==> src/rtl/shift_out_serializer_pkg.sv <==
// Shared state encoding and default parameters for the shift-out serializer.
package shift_out_pkg;

    typedef enum logic [1:0] {
        ST_IDLE  = 2'd0,
        ST_SHIFT = 2'd1,
        ST_LATCH = 2'd2
    } state_e;

    localparam int unsigned DEFAULT_WIDTH   = 8;
    localparam int unsigned DEFAULT_CLK_DIV = 8;

endpackage

==> src/rtl/shift_out_serializer_phase_timer.sv <==
// Loadable down-counter timing one CLK_DIV-cycle phase; pulses phase_done on its last cycle.
module phase_timer #(
    parameter int unsigned CLK_DIV = shift_out_pkg::DEFAULT_CLK_DIV
) (
    input  logic clk,
    input  logic rst_n,
    input  logic load,
    output logic phase_done
);

    localparam int unsigned CW = $clog2(CLK_DIV + 1);

    logic [CW-1:0] cnt_q, cnt_d;
    logic          run_q, run_d;

    always_comb begin
        cnt_d = cnt_q;
        run_d = run_q;
        if (load) begin
            cnt_d = CW'(CLK_DIV - 1);
            run_d = 1'b1;
        end else if (run_q) begin
            if (cnt_q == '0) begin
                run_d = 1'b0;
            end else begin
                cnt_d = cnt_q - CW'(1);
            end
        end
    end

    always_ff @(posedge clk or negedge rst_n) begin
        if (!rst_n) begin
            cnt_q <= '0;
            run_q <= 1'b0;
        end else begin
            cnt_q <= cnt_d;
            run_q <= run_d;
        end
    end

    assign phase_done = run_q && (cnt_q == '0);

endmodule

==> src/rtl/shift_out_serializer.sv <==
// Framed parallel-to-serial driver for a 74HC595-style chain: sclk/sdata per bit, then a latch pulse.
module shift_out_serializer
    import shift_out_pkg::*;
#(
    parameter int unsigned WIDTH     = DEFAULT_WIDTH,
    parameter int unsigned CLK_DIV   = DEFAULT_CLK_DIV,
    parameter bit          LSB_FIRST = 1'b0
) (
    input  logic             clk,
    input  logic             rst_n,
    input  logic [WIDTH-1:0] tx_data,
    input  logic             tx_valid,
    output logic             tx_ready,
    output logic             sclk,
    output logic             sdata,
    output logic             latch,
    output logic             busy
);

    localparam int unsigned BCW = $clog2(WIDTH + 1);

    state_e           state_q, state_d;
    logic [WIDTH-1:0] sreg_q, sreg_d;
    logic [BCW-1:0]   bit_cnt_q, bit_cnt_d;
    logic             sclk_q, sclk_d;
    logic             sdata_q, sdata_d;
    logic             latch_q, latch_d;
    logic             timer_load;
    logic             phase_done;

    function automatic logic head_bit(input logic [WIDTH-1:0] v);
        return LSB_FIRST ? v[0] : v[WIDTH-1];
    endfunction

    phase_timer #(.CLK_DIV(CLK_DIV)) u_phase_timer (
        .clk        (clk),
        .rst_n      (rst_n),
        .load       (timer_load),
        .phase_done (phase_done)
    );

    always_comb begin
        state_d    = state_q;
        sreg_d     = sreg_q;
        bit_cnt_d  = bit_cnt_q;
        sclk_d     = sclk_q;
        sdata_d    = sdata_q;
        latch_d    = latch_q;
        timer_load = 1'b0;
        case (state_q)
            ST_IDLE: begin
                if (tx_valid) begin
                    sreg_d     = tx_data;
                    bit_cnt_d  = BCW'(WIDTH - 1);
                    sclk_d     = 1'b0;
                    sdata_d    = head_bit(tx_data);
                    latch_d    = 1'b0;
                    timer_load = 1'b1;
                    state_d    = ST_SHIFT;
                end
            end
            ST_SHIFT: begin
                // sclk_q doubles as the phase flag: low phase ends by raising it, high phase by advancing a bit
                if (phase_done) begin
                    timer_load = 1'b1;
                    if (!sclk_q) begin
                        sclk_d = 1'b1;
                    end else if (bit_cnt_q == '0) begin
                        sclk_d  = 1'b0;
                        sdata_d = 1'b0;
                        latch_d = 1'b1;
                        state_d = ST_LATCH;
                    end else begin
                        sreg_d    = LSB_FIRST ? (sreg_q >> 1) : (sreg_q << 1);
                        bit_cnt_d = bit_cnt_q - BCW'(1);
                        sdata_d   = head_bit(sreg_d);
                        sclk_d    = 1'b0;
                    end
                end
            end
            ST_LATCH: begin
                if (phase_done) begin
                    latch_d = 1'b0;
                    state_d = ST_IDLE;
                end
            end
            default: begin
                sclk_d  = 1'b0;
                sdata_d = 1'b0;
                latch_d = 1'b0;
                state_d = ST_IDLE;
            end
        endcase
    end

    always_ff @(posedge clk or negedge rst_n) begin
        if (!rst_n) begin
            state_q   <= ST_IDLE;
            sreg_q    <= '0;
            bit_cnt_q <= '0;
            sclk_q    <= 1'b0;
            sdata_q   <= 1'b0;
            latch_q   <= 1'b0;
        end else begin
            state_q   <= state_d;
            sreg_q    <= sreg_d;
            bit_cnt_q <= bit_cnt_d;
            sclk_q    <= sclk_d;
            sdata_q   <= sdata_d;
            latch_q   <= latch_d;
        end
    end

    assign tx_ready = (state_q == ST_IDLE);
    assign busy     = ~tx_ready;
    assign sclk     = sclk_q;
    assign sdata    = sdata_q;
    assign latch    = latch_q;

endmodule
==> config.mk <==
export PLATFORM = sky130hd
export DESIGN_NAME = shift_out_serializer
export DESIGN_NICKNAME = d
export VERILOG_FILES = /design/src/rtl/shift_out_serializer_pkg.sv /design/src/rtl/shift_out_serializer_phase_timer.sv /design/src/rtl/shift_out_serializer.sv
export SDC_FILE = /design/constraint.sdc
export NUM_CORES = 1
export LEC_CHECK = 0
export ABC_AREA = 1
export CAP_MARGIN = 20
export CORE_MARGIN = 2
export CORE_UTILIZATION = 30
export CTS_BUF_LIST = sky130_fd_sc_hd__clkbuf_4
export DETAILED_ROUTE_END_ITERATION = 16
export MAX_ROUTING_LAYER = met4
export PLACE_DENSITY = 0.62
export SYNTH_ARGS = -nofsm -noshare
export SYNTH_HDL_FRONTEND = slang
export SYNTH_SLANG_ARGS = --single-unit
==> constraint.sdc <==
create_clock -name clk -period 1.3 [get_ports clk]
set_input_delay 0.39 -clock clk [delete_from_list [all_inputs] [get_ports clk]]
set_output_delay 0.39 -clock clk [all_outputs]
set_load 0.05 [all_outputs]
# Word-level counts from Yosys, hierarchy flattened
# Cells that the tools add are included.
# Widths: inputs -> output; s select.
[totals]
regBits = 21
in_bits = 11
[classes]
n_reduce_logical = 11
mux = 39
n_eq_ne = 9
addsub = 2
n_bitwise = 2
[ops]
columns = ["cell", "count"]
rows = [
  ["$mux 4", 7],
  ["$mux 7", 4],
  ["$mux 1", 16],
  ["$ne 2x2->1 const B", 7],
  ["$pmux 7 s2", 1],
  ["$mux 2", 5],
  ["$reduce_and 5->1", 2],
  ["$pmux 1 s3", 3],
  ["$logic_not 4->1", 2],
  ["$pmux 4 s2", 1],
  ["$sub 4x1->4 const B", 2],
  ["$pmux 2 s3", 1],
  ["$reduce_and 4->1", 1],
  ["$reduce_bool 2->1", 2],
  ["$reduce_and 3->1", 1],
  ["$eq 2x1->1 const B", 1],
  ["$eq 2x2->1 const B", 1],
  ["$logic_not 2->1", 1],
  ["$not 1->1", 2],
  ["$pmux 1 s2", 1],
  ["$reduce_and 2->1", 1],
  ["$logic_and 1x1->1", 1],
]

# Logic depth before layout (Yosys ltp)
# Gate-level depths: netlist of the first run.
[logic_depth]
word_depth = 6
depth_mapped = 9
ltp_nobuf = 9

# Hierarchy
# A second synthesis of the first run with hierarchy kept.
[unflattened]
cells_unflattened = 156
area_unflattened_um2 = 1163.6
[by_module_without_submodules]
columns = ["module", "cells_per_inst", "seq_area_each_um2", "area_per_inst_um2", "instances"]
rows = [
  ["shift_out_serializer", 122, 375.4, 875.8, 1],
  ["phase_timer", 34, 125.1, 287.8, 1],
]

# Worst setup path after synthesis of the first run
# Ideal clock, no wire load.
[synth_path]
path_type = "reg2reg"
from = "register state_q[1]"
to = "register bit_cnt_q[1]"
arrival_ps = 2015
required_time_ps = 1184
path_slack_ps = -831
path_stages_with_launch = 10
setup_time_ps = 116
n_path_buf = 1
cell_sequence = "dfrtp_1 > nor2_2 > inv_2 > nor2_4 > inv_2 > nand2_2 > nand2_1 > buf_6 > nand2_1 > nand2_1"
[synth_via]
elab_chain_len = 3
[synth_rtl]
columns = ["element", "line", "source"]
rows = [
  ["start: declaration", "shift_out_serializer.sv:22", "state_e state_q, state_d;"],
  ["start signal: assignment", "shift_out_serializer.sv:105", "state_q <= state_d;"],
  ["$logic_not 2->1 *", "-", ""],
  ["net tx_ready", "shift_out_serializer.sv:13", "output logic tx_ready,"],
  ["$ne 2x2->1 (no line) / $reduce_bool 2->1 (equally long branches)", "-", ""],
  ["$reduce_and 5->1 (no line)", "-", ""],
  ["end signal: assignment", "shift_out_serializer.sv:107", "bit_cnt_q <= bit_cnt_d;"],
  ["end: declaration", "shift_out_serializer.sv:24", "logic [BCW-1:0] bit_cnt_q, bit_cnt_d;"],
]
# Mark *: on every way through the listed nets, which the timed path passes. The rest lies on a longest branch.
# A chain may end at the register's enable or synchronous reset.

# Worst setup path in the final report of the first run
[layout_path]
from = "register state_q[0]"
to = "output port tx_ready"
[layout_via]
elab_chain_len = 1
[layout_rtl]
columns = ["element", "line", "source"]
rows = [
  ["$logic_not 2->1", "shift_out_serializer.sv:114", "assign tx_ready = (state_q == ST_IDLE);"],
  ["end: declaration", "shift_out_serializer.sv:13", ""],
]
# Every way passes these cells.

==> impl_metrics.toml, run 1 <==
[outcome]
outcome = "finished, violations left"
violations = "negative setup slack"

[die]
die_w_um = 65.0
core_mm2 = 0.00363
row_count = 22
start_util = 0.308
dieArea_mm2 = 0.00423
fp.dieH_um = 65.0
ios = 16

[global_routing]
grt_pass1_wl_mm = 5.26
grt_max_degree = 21
grt_pass1_vias = 1168
antenna_found_initial = 0
track_usage = 0.165
grt_overflow = 0

[power_and_ir_drop]
p_per_area_mw_per_mm2 = 2940
sw_frac_of_total = 0.469
pwr-share-comb = 0.737
seq_power_share = 0.202
internal_power_uw = 3080
switchingPower_uw = 2720
leakagePower_uw = 0.000971
vdd_drop_max_v = 0.00119
p_total_uw = 5810
pwr-share-clk = 0.061

[finish]
drive_above_1_share = 0.467
final_cells = 258
areaGrowthSynthToFinish_pct = 76.6
final_cell_mix = "nand2_1 (57), buf_4 (21), dfrtp_1 (18)"
diodes = 0
final_common_cell = "nand2_1"
final_area_mm2 = 0.00197
nNetsFinal = 224

[timing]
maxSlewViolCount = 0
worst_pin_slew_ns = 0.223
clock-skew-final_ns = 0.00706
min_period_ns = 1.56
relSlewSlack = 0.850
setup_viol = 23
fin_crit_sh = 1.20
fmax_ghz = 0.641
worst_slack_ns = -0.260
hold_ws_ns = 0.399
hold_violations = 0
fin_setup_tns_ns = -3.48
rsz0062_at_grt = "yes"

[cts]
clk_pin_slew_ns = 0.13
cts_tree = "done"
root_buffer = "clkbuf_4"
clock-sinks = 20
clock_latency_ns = 0.31
htreeDepth = 1
numCtsBuffers = 3
postCtsHoldBufs = 0
clock_path_buffers = 2

[worst_setup_path]
path_class = "reg -> out"
required_ns = 0.91
start_kind = "register"
path_max_fanout = 3
crit_path_end_kind = "output port"
critical_path_arrival_ns = 1.17

[yosys]
synth_top_family_by_area = "simple AND/OR/NAND/NOR gates"
synth_cell_types = 21
synth-xor-area-share = 0
synth_nets = 170
async_flop_share = 1.00
yosys.area_share.simple = 0.419
synth-edff-count = 0
avgSynthCellArea_um2 = 7.12
synthCells = 157
synth_mux_area_frac = 0
synth_fa_ha_area_frac = 0.0224
synth.cell_area_mm2 = 0.00112
ys.flop_type = "dfrtp_1"
synth-seq-area-share = 0.448
synth_compound_area_frac = 0.0258
synth_seq_cells = 20
yosysWarnings = 0

[drt]
vias_per_cell = 4.66
vias = 1202
drtIter0Drc = 33
drtPass1Iterations = 4
final_antenna_net_count = 0
drc_errors = 0
routed_wl_mm = 3.33
avgRoutedWirePerCell_um = 12.9

[placed_design]
place_inst = 238
place_area_mm2 = 0.00153
gp_congestion = 0.826
hpwl_mm = 1.84
portBuffers = 15

[flow_run]
maxCapViolations = 0

[hold_path]
hp-class = "in -> async"
==> per-layer routing <==
layer  global-route usage  part of all wire  up-vias
li1                     -                 -      598
met1                0.211              0.44      570
met2                0.272              0.50       26
met3               0.0104             0.029        8
met4               0.0703             0.025        0
met5                    -                 0        -
==> critical path, cell delays in order (launching register included) <==
cell     delay (ns)
dfrtp_2        0.45
nor2_4         0.17
buf_6          0.12
buf_12         0.12
==> cells in the mapped netlist (2+ instances only) <==
cell / number / area share
nor2_4: 2 / 0.020
nand2_1: 71 / 0.24
ha_1: 2 / 0.022
nor3_1: 2 / 0.0090
nor2_1: 9 / 0.030
o21ai_0: 2 / 0.0090
nand3_1: 20 / 0.090
dfrtp_1: 20 / 0.45
inv_2: 4 / 0.013
inv_1: 13 / 0.044
buf_4: 2 / 0.013
==> power by group through the flow <==
stage | Clock, uW | Combinational, uW | Sequential [uW]
6_report | 354 | 4280 | 1170
5_1_grt | 386 | 4660 | 1210
4_1_cts | 360 | 3680 | 1150
3_5_place_dp | 0 | 2730 | 1150
3_3_place_gp | 0 | 2690 | 1150
2_1_floorplan | 0 | 1600 | 1260
==> worst paths after layout <==
| check | startpoint | end | slack, ns | cells past startpoint |
|---|---|---|---|---|
| setup / recovery | state_q[0] | tx_ready | -0.26 | 3 |
| hold / removal | rst_n | u_phase_timer.cnt_q[2] | 0.40 | 2 |
| setup reg to reg | state_q[0] | state_q[0] | -0.19 | 11 |
| hold reg to reg | sreg_q[3] | sreg_q[3] | 0.49 | 2 |
| max in group asynchronous | rst_n | state_q[1] | 0.75 | 2 |
| min in group clk | sreg_q[3] | sreg_q[3] | 0.49 | 2 |
==> sequential cells by signal (all words and copies together), names as in the netlist <==
name and count:
u_phase_timer.run_q 1, sreg_q 7, sclk 1, state_q 2
bit_cnt_q 4, u_phase_timer.cnt_q 4, sdata 1
==> layout make-up <==
class / instances / area, um^2
inverters: 17 / 76.3
clock buffers: 4 / 30.0
flip-flops and latches: 20 / 503
repair inverters: 1 / 7.51
fillers: 323 / 1660
well taps: 48 / 60.1
repair buffers: 51 / 552
multi-input cells: 117 / 744
==> what timing repair did <==
action / 4_1_cts / 5_1_grt
hold endpoints to repair: 0 / 0
buffers inserted: 8 / 5
pin swaps: 29 / 12
cloned: 4 / 0
gates resized for setup: 47 / 29
setup endpoints to repair: 25 / 25
==> kinds of logic after synthesis <==
family          after synthesis
buf+inv                      21
flops                        20
compound gates                5
simple gates                109
fa+ha+maj                     2
==> per-stage QoR <==
stage,utilization,setup WS [ns]
after floorplan,-,-0.383
after global placement,0.420,-0.274
after detailed placement,0.420,-0.297
after CTS,0.503,-0.292
after global routing,0.543,-0.321
final,0.543,-0.260
No activity file was read; power rests on OpenSTA's default activity.
==> inputs of run 2 (changes only) <==
--- a/config.mk
+++ b/config.mk
@@ -5,7 +5,7 @@
 export SDC_FILE = /design/constraint.sdc
 export NUM_CORES = 1
 export LEC_CHECK = 0
-export ABC_AREA = 1
+export ABC_AREA = 0
 export CAP_MARGIN = 20
 export CORE_MARGIN = 2
 export CORE_UTILIZATION = 30
==> run 2 against run 1 <==
Compared with the run above:
- the flow still finishes with violations (negative setup slack)
- via count decreased by 14%
- worst setup slack got worse by 0.14 ns
- non-clock buffer count is 7 higher
- critical path type unchanged
- register-to-register slack lost 0.19 ns
- core utilization is 4.4 points higher
- fmax down 8.1%
- die area is 5.0% lower
==> impl_metrics.toml, run 2 <==
[outcome]
outcome = "finished, violations left"
violations = "negative setup slack"

[drt]
vias_per_cell = 5.01
routed_wl_mm = 3.29
drtPass1Iterations = 4
avgRoutedWirePerCell_um = 15.9
final_antenna_net_count = 0
drtIter0Drc = 49
vias = 1033
drc_errors = 0

[finish]
largest_register_ffs = 7
drive_above_1_share = 0.600
multiInputGateArea_um2 = 748
fillCellCount = 292
nNetsFinal = 174
largest_register = "sreg_q"
diodes = 0
regArea_um2 = 503
final_cell_mix = "buf_4 (25), dfrtp_1 (18), buf_6 (16)"
areaGrowthSynthToFinish_pct = 86.6
reg.largest.list = "sreg_q: 7 flops, bit_cnt_q: 4 flops, u_phase_timer.cnt_q: 4 flops"
final_cells = 206
final_common_cell = "buf_4"
final_area_mm2 = 0.00197

[global_routing]
antenna_found_initial = 0
grt_pass1_wl_mm = 5.55
grt_max_degree = 21
track_usage = 0.183
grt_pass1_vias = 1090
grt_overflow = 0

[yosys]
yosysMostFrequentCell = "dfrtp_1"
synth_nets = 113
ys.flop_type = "dfrtp_1"
synth-edff-count = 0
synthCells = 100
synth_top_cell_area_share = 0.473
synthTopCellsByArea = "dfrtp_1 (47%), o221a_2 (6.4%), or3_1 (4.7%)"
async_flop_share = 1.00
yosysWarnings = 0
synth_largest_area_cell = "dfrtp_1"
avgSynthCellArea_um2 = 10.6
synth_common_cells = "dfrtp_1 (20), nand2_1 (8), or3_1 (8), inv_1 (7), o221a_2 (6)"
synth-seq-area-share = 0.473
synth_seq_cells = 20
synth.cell_area_mm2 = 0.00106
synth_cell_types = 40

[cts]
numCtsBuffers = 3
htreeDepth = 1
root_buffer = "clkbuf_4"
postCtsHoldBufs = 0
clk_pin_slew_ns = 0.13
clock-sinks = 20
cts_tree = "done"
clock_path_buffers = 2
clock_latency_ns = 0.33

[placed_design]
place_inst = 190
hpwl_mm = 2.17
gp_congestion = 0.868
portBuffers = 15
place_area_mm2 = 0.00168

[flow_run]
maxCapViolations = 0

[worst_setup_path]
cpPeakStageDelay_ns = 0.42
start_kind = "register"
crit_path_end_kind = "output port"
critical_path_arrival_ns = 1.31
crit_buf_inv = 3
required_ns = 0.91
cpLargestDelayFamily = "flip-flops"
path_class = "reg -> out"
crit_chain = "buf_6 -> nor2_4 -> clkinvlp_4 -> buf_12"
path_max_fanout = 4
crit_slowest_cell = "dfrtp_1"

[power_and_ir_drop]
leakagePower_uw = 0.000826
vdd_drop_max_v = 0.000816
p_per_area_mw_per_mm2 = 1640

[timing]
worst_pin_slew_ns = 0.285
min_period_ns = 1.70
fin_crit_sh = 1.31
fmax_ghz = 0.589
hold_violations = 0
rsz0062_at_grt = "yes"
maxSlewViolCount = 0
clock-skew-final_ns = 0.0186
setup_viol = 25
relSlewSlack = 0.808
worst_slack_ns = -0.398
hold_ws_ns = 0.383

[die]
dieArea_mm2 = 0.00402
core_mm2 = 0.00336
start_util = 0.314
die_w_um = 63.4
row_count = 21
ios = 16
fp.dieH_um = 63.4

[hold_path]
hp-class = "in -> async"
-- run 2: changes by cell type after synthesis, moves of 4 or more --
cell     change
or3_1        +8
o221a_2      +6
nand3_1     -19
inv_2        -4
nor2_1       -5
inv_1        -6
nand2_1     -63
-- run 2: metal layers --
| metal | part of all wire | track usage |
|---|---|---|
| met1 | 0.42 | 0.218 |
| met2 | 0.54 | 0.312 |
| met3 | 0.035 | 0.0536 |
| met4 | 0.014 | 0.0272 |
| met5 | 0 | - |
-- run 2: through the flow --
step	setup TNS (ns)	util	power (uW)	worst slack, ns
3_3_place_gp	-7.71	0.501	2530	-0.502
2_1_floorplan	-3.04	-	1940	-0.375
3_5_place_dp	-8.20	0.501	2600	-0.511
5_1_grt	-7.30	0.587	3420	-0.468
4_1_cts	-5.28	0.555	3120	-0.397
6_report	-5.91	0.587	3240	-0.398
-- run 2: final timing paths --
check	from	to	cells past startpoint	slack, ns
setup / recovery	state_q[0]	busy	4	-0.40
setup reg to reg	u_phase_timer.cnt_q[1]	sdata	7	-0.38
min in group clk	sreg_q[0]	sreg_q[0]	2	0.57
max in group asynchronous	rst_n	sreg_q[3]	2	0.77
hold reg to reg	sreg_q[0]	sreg_q[0]	2	0.57
hold / removal	rst_n	bit_cnt_q[2]	2	0.38
-- run 2: kinds of logic after synthesis --
kind of cell	Yosys count	synth area share
adder cells (fa/ha/maj)	2	0.0237
multiplexers	2	0.0248
AO/OA/AOI/OAI	27	0.205
flip-flops	20	0.473
buffers and inverters	9	0.0331
XOR/XNOR	1	0.00829
AND/OR/NAND/NOR	39	0.232
-- run 2: what timing repair did --
item / CTS / global route
buffers inserted: 9 / 5
endpoints found under the setup margin: 25 / 25
resized for setup: 29 / 18
pin swaps: 10 / 10
gates cloned: 0 / 0
-- run 2: final cells by class --
class | instances | area share
clock buffers | 3 | 0.0114
multi-input cells | 71 | 0.379
repair buffers | 58 | 0.308
clock inverters | 1 | 0.00190
well taps | 46 | 0.0292
flip-flops and latches | 20 | 0.255
inverters | 7 | 0.0152
-- run 2: power by group --
group / total (uW) / switching [uW] / internal, uW
clock: 320 / 207 / 113
combinational: 1800 / 708 / 1090
sequential: 1120 / 237 / 880
==> inputs of run 3 (changes only) <==
--- a/config.mk
+++ b/config.mk
@@ -13,6 +13,7 @@
 export DETAILED_ROUTE_END_ITERATION = 16
 export MAX_ROUTING_LAYER = met4
 export PLACE_DENSITY = 0.62
+export REMOVE_ABC_BUFFERS = 1
 export SYNTH_ARGS = -nofsm -noshare
 export SYNTH_HDL_FRONTEND = slang
 export SYNTH_SLANG_ARGS = --single-unit
==> run 3 against run 2 <==
Compared with the run above:
- die area did not move
- first-iteration DRC count fell by 59%
- critical path depth stayed put
- largest power group unchanged
- critical path type unchanged
- highest routed layer unchanged
- the run still ends with negative setup slack left
- fmax increased by 1.8%
- register-to-register slack improved by 0.04 ns
- worst hold slack better by 0.016 ns
- clock skew decreased by 0.017 ns
==> impl_metrics.toml, run 3 (synthesis gave the netlist of run 2 again) <==
[timing]
worst_slack_ns = -0.368
hold_violations = 0
clock-skew-final_ns = 0.00180
setup_viol = 22
fin_crit_sh = 1.28
min_period_ns = 1.67
worst_pin_slew_ns = 0.296
relSlewSlack = 0.802
fmax_ghz = 0.599
rsz0062_at_grt = "yes"
maxSlewViolCount = 0

[worst_setup_path]
critical_path_arrival_ns = 1.28
cpPeakStageDelay_ns = 0.44
required_ns = 0.91
crit_slowest_cell = "dfrtp_1"
crit_path_end_kind = "output port"
crit_buf_inv = 3
start_kind = "register"
crit_chain = "buf_6 -> nor2_4 -> inv_1 -> buf_12"
path_max_fanout = 4
cpLargestDelayFamily = "flip-flops"
path_class = "reg -> out"
ff2ff_setup_slack_ns = -0.34

[power_and_ir_drop]
leakagePower_uw = 0.000775
vdd_drop_max_v = 0.00101
p_per_area_mw_per_mm2 = 1790
p_total_uw = 3350

[drt]
drtIter0Drc = 20
routed_wl_mm = 2.98
vias = 1000
drc_errors = 0
top_layer = "met4"
met3_length_um = 83
final_antenna_net_count = 0
drtPass1Iterations = 2
vias_per_cell = 5.03
met2_length_mm = 1.56
avgRoutedWirePerCell_um = 14.9
route.layer.met1.wl_mm = 1.28

[finish]
drive_above_1_share = 0.556
nNetsFinal = 167
areaGrowthSynthToFinish_pct = 76.7
final_common_cell = "buf_4"
diodes = 0
reg.largest.list = "sreg_q: 7 flops, bit_cnt_q: 4 flops, u_phase_timer.cnt_q: 4 flops"
largest_register = "sreg_q"
largest_register_ffs = 7
final_area_mm2 = 0.00187
final_cell_mix = "buf_4 (27), dfrtp_1 (19), clkdlybuf4s50_1 (10)"

[placed_design]
portBuffers = 15
hpwl_mm = 1.91
gp_congestion = 0.753
place_area_mm2 = 0.00152

[cts]
clock_path_buffers = 2
clock_latency_ns = 0.31
clock-sinks = 20
root_buffer = "clkbuf_4"
cts_tree = "done"
postCtsHoldBufs = 0
htreeDepth = 1
numCtsBuffers = 3
clk_pin_slew_ns = 0.13

[die]
dieArea_mm2 = 0.00402
fp.dieH_um = 63.4
core_mm2 = 0.00336
die_w_um = 63.4
ios = 16
start_util = 0.314
row_count = 21

[outcome]
outcome = "finished, violations left"
violations = "negative setup slack"

[global_routing]
grt_pass1_wl_mm = 4.94
grt_pass1_vias = 1074
antenna_found_initial = 0
grt_max_degree = 21
track_usage = 0.160
grt_overflow = 0

[flow_run]
maxCapViolations = 0

[hold_path]
hp-class = "in -> async"
[run 3: power by group]
part | switching (uW) | internal, uW
clock network | 221 | 312
registers | 251 | 879
logic | 661 | 1030
total | 1130 | 2220
[run 3: stage by stage]
stage	hold slack, ns	setup TNS [ns]	worst slack (ns)	utilization	instances
after floorplan	0.0944	-6.78	-0.983	-	98
after global placement	0.534	-7.90	-0.506	0.452	186
after detailed placement	0.535	-8.60	-0.559	0.452	186
after CTS	0.402	-4.42	-0.349	0.522	194
after global routing	0.419	-6.04	-0.421	0.555	199
final	0.399	-4.80	-0.368	0.555	199
[run 3: layout make-up]
cell class / instances / area [um^2]
inverter: 7 / 26.3
fill: 309 / 1500
sequential: 20 / 502
tap: 46 / 57.6
clock inverter: 1 / 30.0
clock buffer: 3 / 22.5
multi-input combinational: 72 / 728
timing repair buffer: 50 / 502
[run 3: timing repair]
action | CTS | global route
endpoints found under the hold margin | 0 | 0
cloned | 1 | 0
pin swaps | 13 | 9
setup endpoints to repair | 24 | 25
resized for setup | 31 | 21
buffers inserted | 3 | 5
[run 3: routing by layer]
metal | track usage | up-vias
met3 | 0.0268 | 4
li1 | - | 484
met4 | 0.0435 | 0
met1 | 0.181 | 496
met5 | - | -
met2 | 0.289 | 16
[run 3: final timing paths]
| path | from | to | cells past startpoint |
|---|---|---|---|
| max | state_q[1] | busy | 4 |
| min | rst_n | sreg_q[3] | 2 |
| max reg2reg | u_phase_timer.cnt_q[0] | bit_cnt_q[0] | 6 |
| min reg2reg | sreg_q[0] | sreg_q[0] | 2 |
| max in group asynchronous | rst_n | sclk | 2 |
| min in group clk | sreg_q[0] | sreg_q[0] | 2 |
